==> src/rtl/lsu_dbus.sv <==
// rtl/lsu_dbus.sv - load/store unit driving a word-addressed request/ack data bus (optional LSU_MISALIGN_TRAP_EN)
module lsu_dbus #(
    parameter int TIMEOUT = 16
) (
    input  logic        clk,
    input  logic        reset,
    input  logic        mem_write_en,
    input  logic        load_en,
    input  logic [2:0]  S_type_data,
    input  logic [2:0]  L_type_data,
    input  logic [31:0] alu_addr,
    input  logic [31:0] store_data,
    output logic [31:0] load_data,
    output logic        stall,
    output logic        bus_err,
    output logic        dbus_req,
    output logic        dbus_we,
    output logic [31:0] dbus_addr,
    output logic [3:0]  dbus_be,
    output logic [31:0] dbus_wdata,
    input  logic [31:0] dbus_rdata,
    input  logic        dbus_ack
);

    localparam int CW = $clog2(TIMEOUT + 1);

    typedef enum logic [1:0] {IDLE, REQ, DONE} state_t;

    state_t        state;
    state_t        state_next;
    logic [CW-1:0] count;
    logic [2:0]    code_q;
    logic [1:0]    lo_q;
    logic          access;
    logic          size_ok;
    logic          is_half;
    logic          is_word;
    logic          misalign;
    logic          go_bus;
    logic          timeout_hit;
    logic [3:0]    be_calc;
    logic [31:0]   wdata_calc;

    // Pull the addressed lane out of the read word and extend it per the load code
    function automatic logic [31:0] extract(input logic [2:0] code, input logic [1:0] lo,
                                            input logic [31:0] w);
        logic [7:0]  b;
        logic [15:0] h;
        logic [31:0] r;
        b = w[{lo, 3'b000} +: 8];
        h = lo[1] ? w[31:16] : w[15:0];
        case (code)
            3'b000:  r = {{24{b[7]}}, b};
            3'b001:  r = {{16{h[15]}}, h};
            3'b010:  r = w;
            3'b100:  r = {24'd0, b};
            3'b101:  r = {16'd0, h};
            default: r = 32'd0;
        endcase
        return r;
    endfunction

    assign access      = mem_write_en | load_en;
    assign timeout_hit = (count == CW'(TIMEOUT - 1));

    // Decode the incoming size code; stores take priority, unknown codes (incl. X) fall to default
    always_comb begin
        size_ok = 1'b0;
        is_half = 1'b0;
        is_word = 1'b0;
        if (mem_write_en) begin
            case (S_type_data)
                3'b000:  size_ok = 1'b1;
                3'b001:  begin size_ok = 1'b1; is_half = 1'b1; end
                3'b010:  begin size_ok = 1'b1; is_word = 1'b1; end
                default: size_ok = 1'b0;
            endcase
        end else begin
            case (L_type_data)
                3'b000, 3'b100: size_ok = 1'b1;
                3'b001, 3'b101: begin size_ok = 1'b1; is_half = 1'b1; end
                3'b010:         begin size_ok = 1'b1; is_word = 1'b1; end
                default:        size_ok = 1'b0;
            endcase
        end
    end

`ifdef LSU_MISALIGN_TRAP_EN
    assign misalign = (is_half & alu_addr[0]) | (is_word & (alu_addr[1:0] != 2'b00));
`else
    assign misalign = 1'b0;
`endif

    assign go_bus = size_ok & ~misalign;

    // Byte enables and lane-replicated write data; low address bits below the access size are ignored
    always_comb begin
        be_calc    = 4'b0001 << alu_addr[1:0];
        wdata_calc = {4{store_data[7:0]}};
        if (is_word) begin
            be_calc    = 4'b1111;
            wdata_calc = store_data;
        end else if (is_half) begin
            be_calc    = alu_addr[1] ? 4'b1100 : 4'b0011;
            wdata_calc = {2{store_data[15:0]}};
        end
    end

    // State register
    always_ff @(posedge clk or posedge reset) begin
        if (reset) state <= IDLE;
        else       state <= state_next;
    end

    // Next-state and stall generation
    always_comb begin
        state_next = state;
        stall      = 1'b0;
        case (state)
            IDLE: begin
                stall = access;
                if (access) state_next = go_bus ? REQ : DONE;
            end
            REQ: begin
                stall = 1'b1;
                if (dbus_ack || timeout_hit) state_next = DONE;
            end
            DONE:    state_next = IDLE;
            default: state_next = IDLE;
        endcase
    end

    // Bus fields, timeout counter, load result and error pulse
    always_ff @(posedge clk or posedge reset) begin
        if (reset) begin
            dbus_req   <= 1'b0;
            dbus_we    <= 1'b0;
            dbus_addr  <= 32'd0;
            dbus_be    <= 4'd0;
            dbus_wdata <= 32'd0;
            load_data  <= 32'd0;
            bus_err    <= 1'b0;
            count      <= '0;
            code_q     <= 3'd0;
            lo_q       <= 2'd0;
        end else begin
            bus_err <= 1'b0;
            case (state)
                IDLE: begin
                    count <= '0;
                    if (access) begin
                        if (go_bus) begin
                            dbus_req   <= 1'b1;
                            dbus_we    <= mem_write_en;
                            dbus_addr  <= {alu_addr[31:2], 2'b00};
                            dbus_be    <= be_calc;
                            dbus_wdata <= wdata_calc;
                            code_q     <= L_type_data;
                            lo_q       <= alu_addr[1:0];
                        end else begin
                            load_data <= 32'd0;
                            bus_err   <= misalign;
                        end
                    end
                end
                REQ: begin
                    if (dbus_ack) begin
                        dbus_req  <= 1'b0;
                        load_data <= dbus_we ? 32'd0 : extract(code_q, lo_q, dbus_rdata);
                    end else if (timeout_hit) begin
                        dbus_req  <= 1'b0;
                        bus_err   <= 1'b1;
                        load_data <= 32'd0;
                    end else begin
                        count <= count + 1'b1;
                    end
                end
                default: count <= '0;
            endcase
        end
    end

endmodule

==> config.mk <==
export PLATFORM = sky130hd
export DESIGN_NAME = lsu_dbus
export DESIGN_NICKNAME = d
export VERILOG_FILES = /design/src/rtl/lsu_dbus.sv
export SDC_FILE = /design/constraint.sdc
export NUM_CORES = 1
export LEC_CHECK = 0
export ABC_AREA = 1
export ABC_CLOCK_PERIOD_IN_PS = 4400
export BUFFER_PORTS_ARGS = -buffer_cell sky130_fd_sc_hd__clkbuf_2
export CORE_MARGIN = 2
export CORE_UTILIZATION = 54
export CTS_CLUSTER_SIZE = 30
export DETAILED_ROUTE_END_ITERATION = 10
export PLACE_DENSITY = 0.87
export SLEW_MARGIN = 20
export SYNTH_ARGS = -nofsm -noshare
export SYNTH_HDL_FRONTEND = slang
export SYNTH_SLANG_ARGS = --single-unit
==> constraint.sdc <==
create_clock -name clk -period 4.4 [get_ports clk]
set_input_delay 0 -clock clk [delete_from_list [all_inputs] [get_ports clk]]
set_output_delay 0 -clock clk [all_outputs]
set_load 0.05 [all_outputs]
* Yosys cells after proc, flatten, opt, wreduce, memory -nomap -nowiden
Index checks and enable logic that the tools add are counted.
Word-level totals: register bits after elaboration 113, bits of input ports 107, output and inout bits 104, logic and storage cells 86
Cells by class: add/subtract/negate cells 1, equal/unequal tests 19, shifts and indexed selects 2, mux-type cells 38, bitwise logic cells 1, reduce and logical (&&, ||, !) cells 14
Operators by type and width (count):
- 32-bit two-way mux | 7
- 32-bit one-hot mux with 5 select lines | 1
- 32-bit one-hot mux with 2 select lines | 1
- 32-bit by 6-bit indexed part select with 8-bit output | 1
- 1-bit two-way mux | 16
- 16-bit two-way mux | 1
- 5-bit two-way mux | 3
- 3-bit equality test, second input constant | 4
- 4-bit two-way mux | 3
- 2-bit inequality test, second input constant | 6
- 3-bit by 1-bit equality test with 1-bit output, second input constant | 3
- 3-bit by 2-bit equality test with 1-bit output, second input constant | 3
- 3-bit zero test | 3
- 4-bit AND reduction | 2
- 2-bit two-way mux | 3
- 5-bit by 1-bit adder with 5-bit output, second input constant | 1
- 5-bit by 4-bit equality test with 1-bit output, second input constant | 1
- 5-bit OR reduction | 1
- 1-bit one-hot mux with 2 select lines | 2
- 2-bit one-hot mux with 2 select lines | 1
- 2-bit AND reduction | 2
- 1-bit by 2-bit << shifter with 4-bit output, first input constant | 1
- 3-bit inequality test, second input constant | 1
- 3-bit AND reduction | 1
- other kinds (7) | 7

* Longest topological paths before layout
Gate-level depths: netlist of run 1.
depth after elaboration 7, depth in mapped cells 12, gate-level depth less buffers 11

* Worst setup path before layout of run 1
Ideal clock, no wire load.
path type reg-to-reg, from register count[0], to register load_data[15], library setup time 0.066 ns, data arrival time 1.618 ns, data required time 4.334 ns, setup slack 2.716 ns, stages on the path, launching flop included 13, buffers on the path 1, clock period less this slack 1.684 ns, path through dfrtp_1 -> ha_1 -> inv_1 -> nor2_1 -> ha_1 -> inv_1 -> nand2_1 -> nor2_2 -> a21oi_1 -> o21ai_2 -> buf_6 -> nand2_1 -> nand2_1
Between the ends: longest elaborated chain between the ends 3
RTL lines:
- start: declaration | RTL line 31 | logic [CW-1:0] count;
- start signal: assignment | RTL line 175 | count <= count + 1'b1;
- 5-bit by 4-bit equality test with 1-bit output | RTL line 64 | assign timeout_hit = (count == CW'(TIMEOUT - 1));
- 3-bit inequality test (no source line)
- 4-bit AND reduction (no source line)
- end signal: assignment | RTL line 169 | load_data <= dbus_we ? 32'd0 : extract(code_q, lo_q, dbus_rdata);
- end: declaration | RTL line 13 | output logic [31:0] load_data,
No other way between the ends. A chain may end at the register's enable or synchronous reset.

* Worst setup path after layout of run 1
from register state[0], to register dbus_addr[8]
Between the ends: longest elaborated chain between the ends 2
RTL lines:
- start: declaration | RTL line 29 | state_t state;
- start signal: assignment | RTL line 112 | else state <= state_next;
- 2-bit zero test | RTL line 148 | case (state)
- 3-bit AND reduction (no source line)
- end signal: assignment | RTL line 155 | dbus_addr <= {alu_addr[31:2], 2'b00};
- end: declaration | RTL line 18 | output logic [31:0] dbus_addr,
No other way between the ends.

==> results of run 1 <==
-- flip-flops by register name (all words and copies together) (netlist names) --
signal      flops
load_data      32
dbus_wdata     32
state           2
dbus_be         4
bus_err         1
count           5
dbus_addr      30
lo_q            2
dbus_req        1
dbus_we         1
code_q          3
-- kinds of logic (layout without fill, tap and decap cells) --
group                      Yosys count  in the layout  share of synthesized area
and+or+nand+nor                    467            467                      0.323
other                                1              3                   0.000640
adders and majority gates            2              2                    0.00427
AOI/OAI and AO/OA                   87             87                     0.0814
DFF                                113            113                      0.483
buffers and inverters              145            468                      0.108
-- report_power, final --
group	switching [W]	total, W	leakage, nW	internal, W
Sequential	0.000349	0.00185	1.42	0.00150
Clock	0.000498	0.00143	0.301	0.000933
Combinational	0.00278	0.00370	3.39	0.000924
-- synthesized netlist by cell type, types with 2 or more instances --
cell	n	area share
nand2_1	346	0.22
dfrtp_1	113	0.48
inv_1	108	0.069
nor2_1	64	0.041
nand3_1	35	0.030
o21ai_0	30	0.026
a21oi_1	29	0.025
buf_2	24	0.021
o21ai_1	13	0.011
a21boi_0	8	0.010
nand2_2	8	0.0085
buf_6	7	0.013
nor2_2	4	0.0043
nor3_1	3	0.0026
o211ai_1	3	0.0038
a21boi_1	2	0.0026
buf_4	2	0.0026
clkbuf_1	2	0.0013
ha_1	2	0.0043
inv_2	2	0.0013
nand3_2	2	0.0034
-- path summary, 6_finish.rpt --
| check | from | end | slack, ps | cells after the start |
|---|---|---|---|---|
| worst max register to register | state[0]$_DFFE_PP0P_ | dbus_addr[8]$_DFFE_PP0P_ | 1600 | 8 |
| max in group asynchronous | reset | dbus_wdata[25]$_DFFE_PP0P_ | 3140 | 4 |
| worst min-delay path | dbus_rdata[27] | load_data[27]$_DFFE_PP0P_ | 40 | 7 |
| min in group asynchronous | reset | load_data[27]$_DFFE_PP0P_ | 250 | 3 |
| worst max-delay path | state[0]$_DFFE_PP0P_ | dbus_addr[8]$_DFFE_PP0P_ | 1600 | 8 |
| worst min register to register | load_data[30]$_DFFE_PP0P_ | load_data[30]$_DFFE_PP0P_ | 470 | 2 |
-- final cells by class --
cell class	instances	share of cell area
flip-flops and latches	113	0.326
well taps	140	0.0202
multi-input cells	558	0.278
clock inverters	13	0.0215
inverters	110	0.0479
diodes	1	0.000289
clock buffers	18	0.0494
repair buffers	327	0.256
-- stage by stage --
stage	area, sq um	setup WS, ps	std cells	power, W
floorplan	5860	1410	816	0.00447
global placement	6900	1830	1133	0.00516
detailed placement	6900	1800	1133	0.00521
CTS	8660	1760	1279	0.00686
global route	8660	1440	1280	0.00734
finish	8660	1600	1280	0.00698
-- metal layers --
| metal | part of all wire | up-vias |
|---|---|---|
| met5 | 0 | - |
| met4 | 0.050 | 0 |
| met3 | 0.085 | 104 |
| met2 | 0.50 | 455 |
| met1 | 0.37 | 3047 |
| li1 | - | 3088 |
-- worst max-delay path: cells and delay by family (launching register included) --
family                 cells  cell delay, ps
buffers and inverters      3            1620
and+or+nand+nor            5             570
DFF                        1             410
==> reports/results.tsv, run 1 <==
stage	metric	value	unit
status	status	finished, final reports clean	
placement	place.port_buffers	208	
detailed_routing	via_per_inst	5.23	
floorplanning	die_x	108	um
finish	register_area	2830	sq um
sta	finalCritPeriodShare	0.636	
pwr	powerDensity	806	nW/um^2
detailed_routing	routedWlPerCell	15.9	um
setup_path	cp.arrival	3180	ps
yosys	ys_seq_area_frac	0.483	
sta	whs	36.6	ps
clocking	worstSkewPairLatency	500	ps
yosys	synth-edff-count	0	
sta	rsz0062_at_grt	no	
yosys	yosys_warnings	0	
global_route	grt_pass1_wl	32400	um
setup_path	max_stage_delay	820	ps
clocking	cts.path.max_buffers	2	
global_route	grtUsageMet3	0.0928	
setup_path	cp-start-kind	register	
floorplanning	die_h	108	um
sta	max_freq	0.357	GHz
sta	worst_pin_slew	1110	ps
placement	place_hpwl	10800	um
setup_path	crit_chain	inv_1 -> nand2_1 -> nor2_1 -> nand3_4 -> buf_4 -> inv_1 -> nand2_1 -> nand2_1	
pwr	ir_worst_vdd	0.600	mV
setup_path	cp-end-kind	register	
job	max-cap-violations	0	
global_route	gr-usage-met2	0.602	
setup_path	slowest_stage	buf_4	
sta	setup_tns	0	ps
setup_path	crit_fanout	107	
floorplanning	die_area	11700	sq um
floorplanning	num_rows	38	
finish	fillers	615	
yosys	netlist_area	5860	sq um
finish	fin_util	0.810	
sta	slew_headroom	0.262	
yosys	synth_ff_type	dfrtp_1	
finish	multi_input_comb_area	2410	sq um
global_route	grt_max_degree	108	
setup_path	required	4780	ps
floorplanning	ioPinCount	211	
yosys	synthArstFlopShare	1.00	
placement	gp_congestion	0.915	
setup_path	path_common_cell	nand2_1	
sta	drv_slew	0	
detailed_routing	drcViolationCount	0	
yosys	ys_types	29	
finish	final_common_cell	nand2_1	
clocking	cts.sinks	113	
floorplanning	initial_core_util	0.547	
global_route	antenna_found_initial	1	
global_route	top_usage_layer	met2	
global_route	track_usage	0.358	
sta	setup_violations	0	
global_route	met1_usage	0.418	
clocking	cts.clk_slew.worst_paths	60	ps
yosys	syn_inst	815	
worst_hold_path	hold_path.class	primary input to register	
clocking	cts_buffers	17	
finish	area_delta_synth_final	47.9	%
clocking	ctsResizeCount	0	
clocking	cts-hold-fix-buffers	115	
global_route	grt_pass1_vias	6715	
finish	mostFrequentLayoutCells	nand2_1 (346), clkbuf_2 (208), dlygate4sd3_1 (115)	
global_route	overflow	0	
clocking	root_buffer	clkbuf_8	
finish	drive_gt1_frac	0.233	
clocking	cts_tree	built	
yosys	ys_seq_elements	113	
finish	nets	1236	
clocking	postCtsSetupBuffers	0	
sta	hold_viol_final	0	
detailed_routing	drt_iter0_markers	537	
sta	clock_skew	8.16	ps
yosys	synth_area_per_cell	7.19	sq um
detailed_routing	vias	6694	
detailed_routing	first_pass_iters	5	
detailed_routing	ant_nets	0	
sta	fin_crit	2800	ps
floorplanning	core_region_area	10700	sq um
pwr	power.leakage	5.12	nW
detailed_routing	totalWireLength	20400	um
setup_path	crit_type	register to register	
clocking	h-tree-depth	4	
(Power assumes the default switching activity.)
==> run 2, diff against run 1 <==
--- a/config.mk
+++ b/config.mk
@@ -6,13 +6,13 @@
 export NUM_CORES = 1
 export LEC_CHECK = 0
 export ABC_AREA = 1
-export ABC_CLOCK_PERIOD_IN_PS = 4400
+export ABC_CLOCK_PERIOD_IN_PS = 2910
 export BUFFER_PORTS_ARGS = -buffer_cell sky130_fd_sc_hd__clkbuf_2
 export CORE_MARGIN = 2
-export CORE_UTILIZATION = 54
+export CORE_UTILIZATION = 50
 export CTS_CLUSTER_SIZE = 30
 export DETAILED_ROUTE_END_ITERATION = 10
-export PLACE_DENSITY = 0.87
+export PLACE_DENSITY = 0.81
 export SLEW_MARGIN = 20
 export SYNTH_ARGS = -nofsm -noshare
 export SYNTH_HDL_FRONTEND = slang
==> constraint.sdc (replaced) <==
create_clock -name clk -period 2.91 [get_ports clk]
set_input_delay 0 -clock clk [delete_from_list [all_inputs] [get_ports clk]]
set_output_delay 0 -clock clk [all_outputs]
set_load 0.05 [all_outputs]
==> run 2 against run 1 <==
  * Clock-buffer cell count increased by 4
  * Non-clock buffer count is 19 lower
  * Design area fell by 1.9%
  * Final cell count is 1.3% lower
  * Register-to-register slack lost 1300 ps
  * Largest power group unchanged
  * Highest routed layer unchanged
==> reports/results.tsv, run 2 (synthesis results as in run 1) <==
stage	metric	value	unit	change
detailed_routing	top_layer	met4		
sta	setup_violations	0		unchanged
detailed_routing	totalWireLength	19700	um	-3.2%
placement	place_hpwl	11600	um	+7.2%
floorplanning	die_h	112	um	+3.8%
floorplanning	num_rows	39		+2.6%
global_route	track_usage	0.319		-0.0392
clocking	h-tree-depth	4		unchanged
sta	setup_slack	312	ps	-1290 ps
sta	finalCritPeriodShare	0.893		+0.256
detailed_routing	m1WireLength	7530	um	+0.35%
global_route	grt_pass1_wl	31800	um	-1.8%
global_route	grt_max_degree	69		-36%
floorplanning	die_area	12600	sq um	+7.7%
sta	drv_slew	0		unchanged
global_route	grt_pass1_vias	6585		-1.9%
detailed_routing	drt_iter0_markers	576		+7.3%
worst_hold_path	hold_path.class	primary input to register		
clocking	cts_tree	built		
sta	worst_pin_slew	921	ps	-186 ps
finish	area_delta_synth_final	45.1	%	
sta	max_freq	0.385	GHz	+7.8%
finish	mostFrequentLayoutCells	nand2_1 (346), clkbuf_2 (208), dfrtp_1 (113)		
sta	whs	34.0	ps	-2.60 ps
detailed_routing	wl_met2	9300	um	-8.0%
pwr	powerDensity	1240	nW/um^2	+54%
pwr	ir_worst_vdd	1.00	mV	+67%
setup_path	required	3260	ps	-1520 ps
sta	hold_viol_final	0		unchanged
pwr	switching_share	0.515		-0.00434
pwr	power.leakage	5.05	nW	-1.3%
job	max-cap-violations	0		unchanged
sta	slew_headroom	0.386		+0.124
detailed_routing	via_per_inst	5.22		-0.20%
finish	final_common_cell	nand2_1		
status	status	finished, final reports clean		
pwr	seq_power_share	0.267		+0.002
pwr	pwr-share-comb	0.523		-0.007
finish	top_regs	dbus_wdata: 32 flops, load_data: 32 flops, dbus_addr: 30 flops		
setup_path	cp.arrival	2940	ps	-240 ps
finish	num_antenna_cells	0		-1
clocking	cts_buffers	17		unchanged
sta	clock_skew	6.68	ps	-1.48 ps
floorplanning	core_region_area	11400	sq um	+6.7%
global_route	antenna_found_initial	0		-1
detailed_routing	routedWlPerCell	15.6	um	-1.9%
pwr	clock_power_share	0.211		+0.006
placement	place.port_buffers	208		unchanged
sta	fin_crit	2600	ps	-202 ps
placement	post-place-ws	686	ps	-1110 ps
floorplanning	initial_core_util	0.513		-0.0346
sta	rsz0062_at_grt	no		
clocking	root_buffer	clkbuf_16		
setup_path	cp-end-kind	register		
clocking	worstSkewPairLatency	410	ps	-90 ps
clocking	cts.clk_slew.worst_paths	50	ps	about the same
detailed_routing	first_pass_iters	7		+2
finish	drive_gt1_frac	0.241		+0.00820
finish	instances_no_fill	1264		-1.3%
sta	setup_tns	0	ps	unchanged
placement	gp_congestion	0.963		+5.3%
clocking	cts.sinks	113		unchanged
floorplanning	ioPinCount	211		unchanged
finish	nets	1217		-1.5%
detailed_routing	drcViolationCount	0		unchanged
setup_path	cp-start-kind	register		
detailed_routing	vias	6597		-1.4%
pwr	internal_power	0.00511	W	+52%
floorplanning	die_x	112	um	+3.8%
clocking	cts.path.max_buffers	2		unchanged
setup_path	crit_fanout	68		-36%
placement	dp_cells	1141		+0.71%
detailed_routing	ant_nets	0		unchanged
setup_path	crit_type	register to register		
global_route	overflow	0		unchanged
pwr	p_sw	0.00543	W	+50%
finish	fillers	807		+31%
finish	fin_util	0.744		-0.0654
detailed_routing	wl_met3	1620	um	-6.2%
[run 2: cell types whose count changed in the layout (fill, tap and decap cells not counted), sizes merged]
cell         previous run  this run
dlygate4sd3           115        90
inv                   111       109
clkbuf                226       230
buf                     4        10
clkinv                  7         5
clkinvlp                1         2
diode                   1         0
[run 2: layer usage]
metal  GRT usage  vias up
met3      0.0864      121
li1            -     3049
met2       0.524      398
met1       0.373     3029
met4       0.193        0
met5           0        -
[run 2: per-stage QoR]
stage	power (W)	area (sq um)
after floorplan	0.00676	5860
after global placement	0.00783	6940
after detailed placement	0.00792	6940
after CTS	0.0104	8470
after global routing	0.0111	8500
final	0.0105	8500
[run 2: final timing paths]
| check | from | endpoint | slack (ps) | depth (start not counted) |
|---|---|---|---|---|
| worst max register to register | state[0]$_DFFE_PP0P_ | dbus_wdata[19]$_DFFE_PP0P_ | 310 | 9 |
| min in group asynchronous | reset | count[3]$_DFFE_PP0P_ | 230 | 3 |
| worst min-delay path | dbus_rdata[13] | load_data[13]$_DFFE_PP0P_ | 30 | 7 |
| worst max-delay path | state[0]$_DFFE_PP0P_ | dbus_wdata[19]$_DFFE_PP0P_ | 310 | 9 |
| worst min register to register | load_data[1]$_DFFE_PP0P_ | load_data[1]$_DFFE_PP0P_ | 470 | 2 |
| max in group asynchronous | reset | dbus_addr[21]$_DFFE_PP0P_ | 1850 | 5 |
[run 2: final cells by class]
class / count / area [sq um] / share of cell area
sequential: 113 / 2830 / 0.333
inverter: 110 / 417 / 0.0490
clock inverter: 10 / 156 / 0.0184
multi-input combinational: 558 / 2410 / 0.283
timing repair buffer: 308 / 2040 / 0.240
clock buffer: 22 / 474 / 0.0558
tap: 143 / 179 / 0.0210
[run 2: critical path: stages (launching register included)]
cell and delay, ps:
dfrtp_1 420, inv_1 80, nand2_1 50, nor2_1 170, nand3_4 400, buf_6 420, nor2_8 240, nand2_1 90
nand3_1 100, dlygate4sd3_1 570
[run 2: power by group through the flow]
stage | clock, W | sequential [W] | combinational [W]
floorplan | 0 | 0.00491 | 0.00185
global placement | 0 | 0.00276 | 0.00508
detailed placement | 0 | 0.00276 | 0.00516
CTS | 0.00223 | 0.00277 | 0.00539
global route | 0.00233 | 0.00288 | 0.00590
finish | 0.00222 | 0.00281 | 0.00551
[run 2: timing repair]
item	in CTS	in global routing
gates resized for setup	0	1
endpoints found under the setup margin	0	1
setup buffers	0	0
endpoints found under the hold margin	128	0
hold buffers	90	0
==> run 3, diff against run 2 <==
--- a/config.mk
+++ b/config.mk
@@ -8,11 +8,13 @@
 export ABC_AREA = 1
 export ABC_CLOCK_PERIOD_IN_PS = 2910
 export BUFFER_PORTS_ARGS = -buffer_cell sky130_fd_sc_hd__clkbuf_2
+export CORE_ASPECT_RATIO = 1.2
 export CORE_MARGIN = 2
 export CORE_UTILIZATION = 50
 export CTS_CLUSTER_SIZE = 30
 export DETAILED_ROUTE_END_ITERATION = 10
 export PLACE_DENSITY = 0.81
+export REMOVE_ABC_BUFFERS = 1
 export SLEW_MARGIN = 20
 export SYNTH_ARGS = -nofsm -noshare
 export SYNTH_HDL_FRONTEND = slang
==> run 3 against run 2 <==
  * Worst hold slack got worse by 20 ps
  * Global-route usage fell by 2.3 points
  * Maximum frequency fell by 0.96%
  * Clock power fell by 14%
  * First-iteration DRC count fell by 39%
  * Power fell by 3.5%
  * Sequential share of layout area rose by 0.55 points
  * Sequential power barely moved
  * Sequential cell count did not move
  * Critical path type unchanged
  * Largest cell class unchanged
==> reports/results.tsv, run 3 (synthesis results as in run 1) <==
stage	metric	value	unit	change
sta	setup_violations	0		unchanged
finish	mostFrequentLayoutCells	nand2_1 (346), clkbuf_2 (208), dfrtp_1 (113)		
global_route	grt_pass1_vias	6345		-3.6%
detailed_routing	totalWireLength	18700	um	-5.3%
clocking	ctsResizeCount	0		unchanged
sta	whs	14.3	ps	-19.7 ps
job	max-cap-violations	0		unchanged
placement	placed_cell_area	6960	sq um	+0.31%
global_route	gr-usage-met2	0.506		-0.0188
placement	gp_congestion	0.904		-6.2%
detailed_routing	routedWlPerCell	14.7	um	-5.9%
global_route	met1_usage	0.345		-0.0281
clocking	h-tree-depth	4		unchanged
global_route	antenna_found_initial	1		+1
floorplanning	num_rows	43		+10%
setup_path	cp.arrival	2970	ps	+30 ps
pwr	seq_power_share	0.273		+0.006
floorplanning	ioPinCount	211		unchanged
pwr	clock_power_share	0.189		-0.022
detailed_routing	drcViolationCount	0		unchanged
setup_path	path_common_cell	nand2_1		
detailed_routing	drt_iter0_markers	350		-39%
sta	finalCritPeriodShare	0.901		+0.00867
clocking	postCtsSetupBuffers	0		unchanged
floorplanning	die_h	123	um	+9.2%
floorplanning	die_x	103	um	-8.4%
clocking	worstSkewPairLatency	410	ps	about the same
setup_path	crit_type	register to register		
finish	area_delta_synth_final	42.8	%	
clocking	cts.sinks	113		unchanged
clocking	cts.clk_slew.worst_paths	60	ps	about the same
finish	nets	1210		-0.58%
global_route	overflow	0		unchanged
setup_path	slowest_stage	nor2_2		
finish	fin_util	0.726		-0.0181
sta	drv_slew	0		unchanged
finish	fin_area	8360	sq um	-1.6%
setup_path	max_stage_delay	580	ps	about the same
sta	clock_skew	7.85	ps	+1.17 ps
pwr	power.leakage	4.97	nW	-1.7%
placement	place_hpwl	11200	um	-2.9%
pwr	powerDensity	1220	nW/um^2	-1.9%
floorplanning	die_area	12600	sq um	about the same
clocking	cts_tree	built		
global_route	grt_pass1_wl	29000	um	-8.7%
finish	final_common_cell	nand2_1		
worst_hold_path	hold_path.class	primary input to register		
global_route	grtUsageMet3	0.0638		-0.0226
sta	fin_crit	2620	ps	+25.2 ps
setup_path	crit_chain	inv_1 -> nand2_1 -> nor2_1 -> nand3_4 -> nor2_2 -> nand2_1 -> nand3_1 -> dlygate4sd3_1		
pwr	pwr-share-comb	0.538		+0.015
clocking	cts_buffers	17		unchanged
clocking	cts-hold-fix-buffers	85		-5.6%
detailed_routing	first_pass_iters	6		-1
detailed_routing	via_per_inst	5.05		-3.2%
finish	instances_no_fill	1272		+0.63%
sta	max_freq	0.381	GHz	-0.96%
floorplanning	initial_core_util	0.509		-0.00424
global_route	top_usage_layer	met2		
pwr	p_sw	0.00546	W	+0.59%
pwr	ir_worst_vdd	0.811	mV	-19%
sta	hold_viol_final	0		unchanged
status	status	finished, final reports clean		
sta	worst_pin_slew	831	ps	-89.7 ps
finish	top_regs	dbus_wdata: 32 flops, load_data: 32 flops, dbus_addr: 30 flops		
setup_path	cp-end-kind	register		
setup_path	crit_fanout	45		-34%
sta	rsz0062_at_grt	no		
finish	drive_gt1_frac	0.242		+0.00151
pwr	switching_share	0.536		+0.0216
floorplanning	core_region_area	11500	sq um	+0.83%
detailed_routing	ant_nets	0		unchanged
setup_path	cp-start-kind	register		
placement	dp_cells	1154		+1.1%
clocking	root_buffer	clkbuf_16		
setup_path	required	3250	ps	about the same
clocking	cts.path.max_buffers	2		unchanged
global_route	grt_max_degree	67		-2.9%
sta	slew_headroom	0.446		+0.0605
pwr	internal_power	0.00472	W	-7.7%
placement	place.port_buffers	208		unchanged
global_route	track_usage	0.296		-0.0229
detailed_routing	vias	6425		-2.6%
run 3: power groups by stage:
stage / Sequential (W) / Clock, W / Combinational, W
finish: 0.00278 / 0.00192 / 0.00548
global route: 0.00285 / 0.00200 / 0.00587
CTS: 0.00275 / 0.00193 / 0.00540
detailed placement: 0.00275 / 0 / 0.00520
floorplan: 0.00494 / 0 / 0.00166
global placement: 0.00275 / 0 / 0.00511
run 3: layout make-up:
class / instances / area, sq um
Sequential cell: 113 / 2830
Antenna cell: 1 / 2.50
Inverter: 110 / 415
Multi-Input combinational cell: 558 / 2410
Clock inverter: 15 / 125
Timing Repair Buffer: 301 / 1960
Clock buffer: 17 / 425
Fill cell: 893 / 3150
Tap cell: 157 / 196
run 3: worst max-delay path, delay by kind of cell (launching register included):
family / cells / cell delay (ps)
flip-flops: 1 / 420
AND/OR/NAND/NOR: 6 / 1490
buffers and inverters: 2 / 640
run 3: worst paths after layout:
check / from / to / slack (ps) / depth (start not counted)
max: state[0]$_DFFE_PP0P_ / dbus_wdata[20]$_DFFE_PP0P_ / 290 / 8
min: dbus_rdata[0] / load_data[0]$_DFFE_PP0P_ / 10 / 5
max reg2reg: state[0]$_DFFE_PP0P_ / dbus_wdata[20]$_DFFE_PP0P_ / 290 / 8
min reg2reg: dbus_req$_DFFE_PP0P_ / dbus_req$_DFFE_PP0P_ / 470 / 2
max in group asynchronous: reset / dbus_wdata[28]$_DFFE_PP0P_ / 1870 / 4
min in group asynchronous: reset / dbus_addr[25]$_DFFE_PP0P_ / 310 / 3
run 3: through the flow:
| step | setup TNS [ps] | total power (W) | setup WS, ps |
|---|---|---|---|
| after floorplan | -10750 | 0.00661 | -77.4 |
| after detailed placement | 0 | 0.00795 | 826 |
| after CTS | 0 | 0.0101 | 345 |
| after global routing | 0 | 0.0107 | 60.9 |
| after global placement | 0 | 0.00786 | 918 |
| final | 0 | 0.0102 | 287 |
run 3: per-layer routing:
| layer | wire length [um] | vias to the layer above |
|---|---|---|
| li1 | - | 3042 |
| met1 | 7100 | 2940 |
| met2 | 9370 | 368 |
| met3 | 1470 | 75 |
| met4 | 721 | 0 |
| met5 | 0 | - |
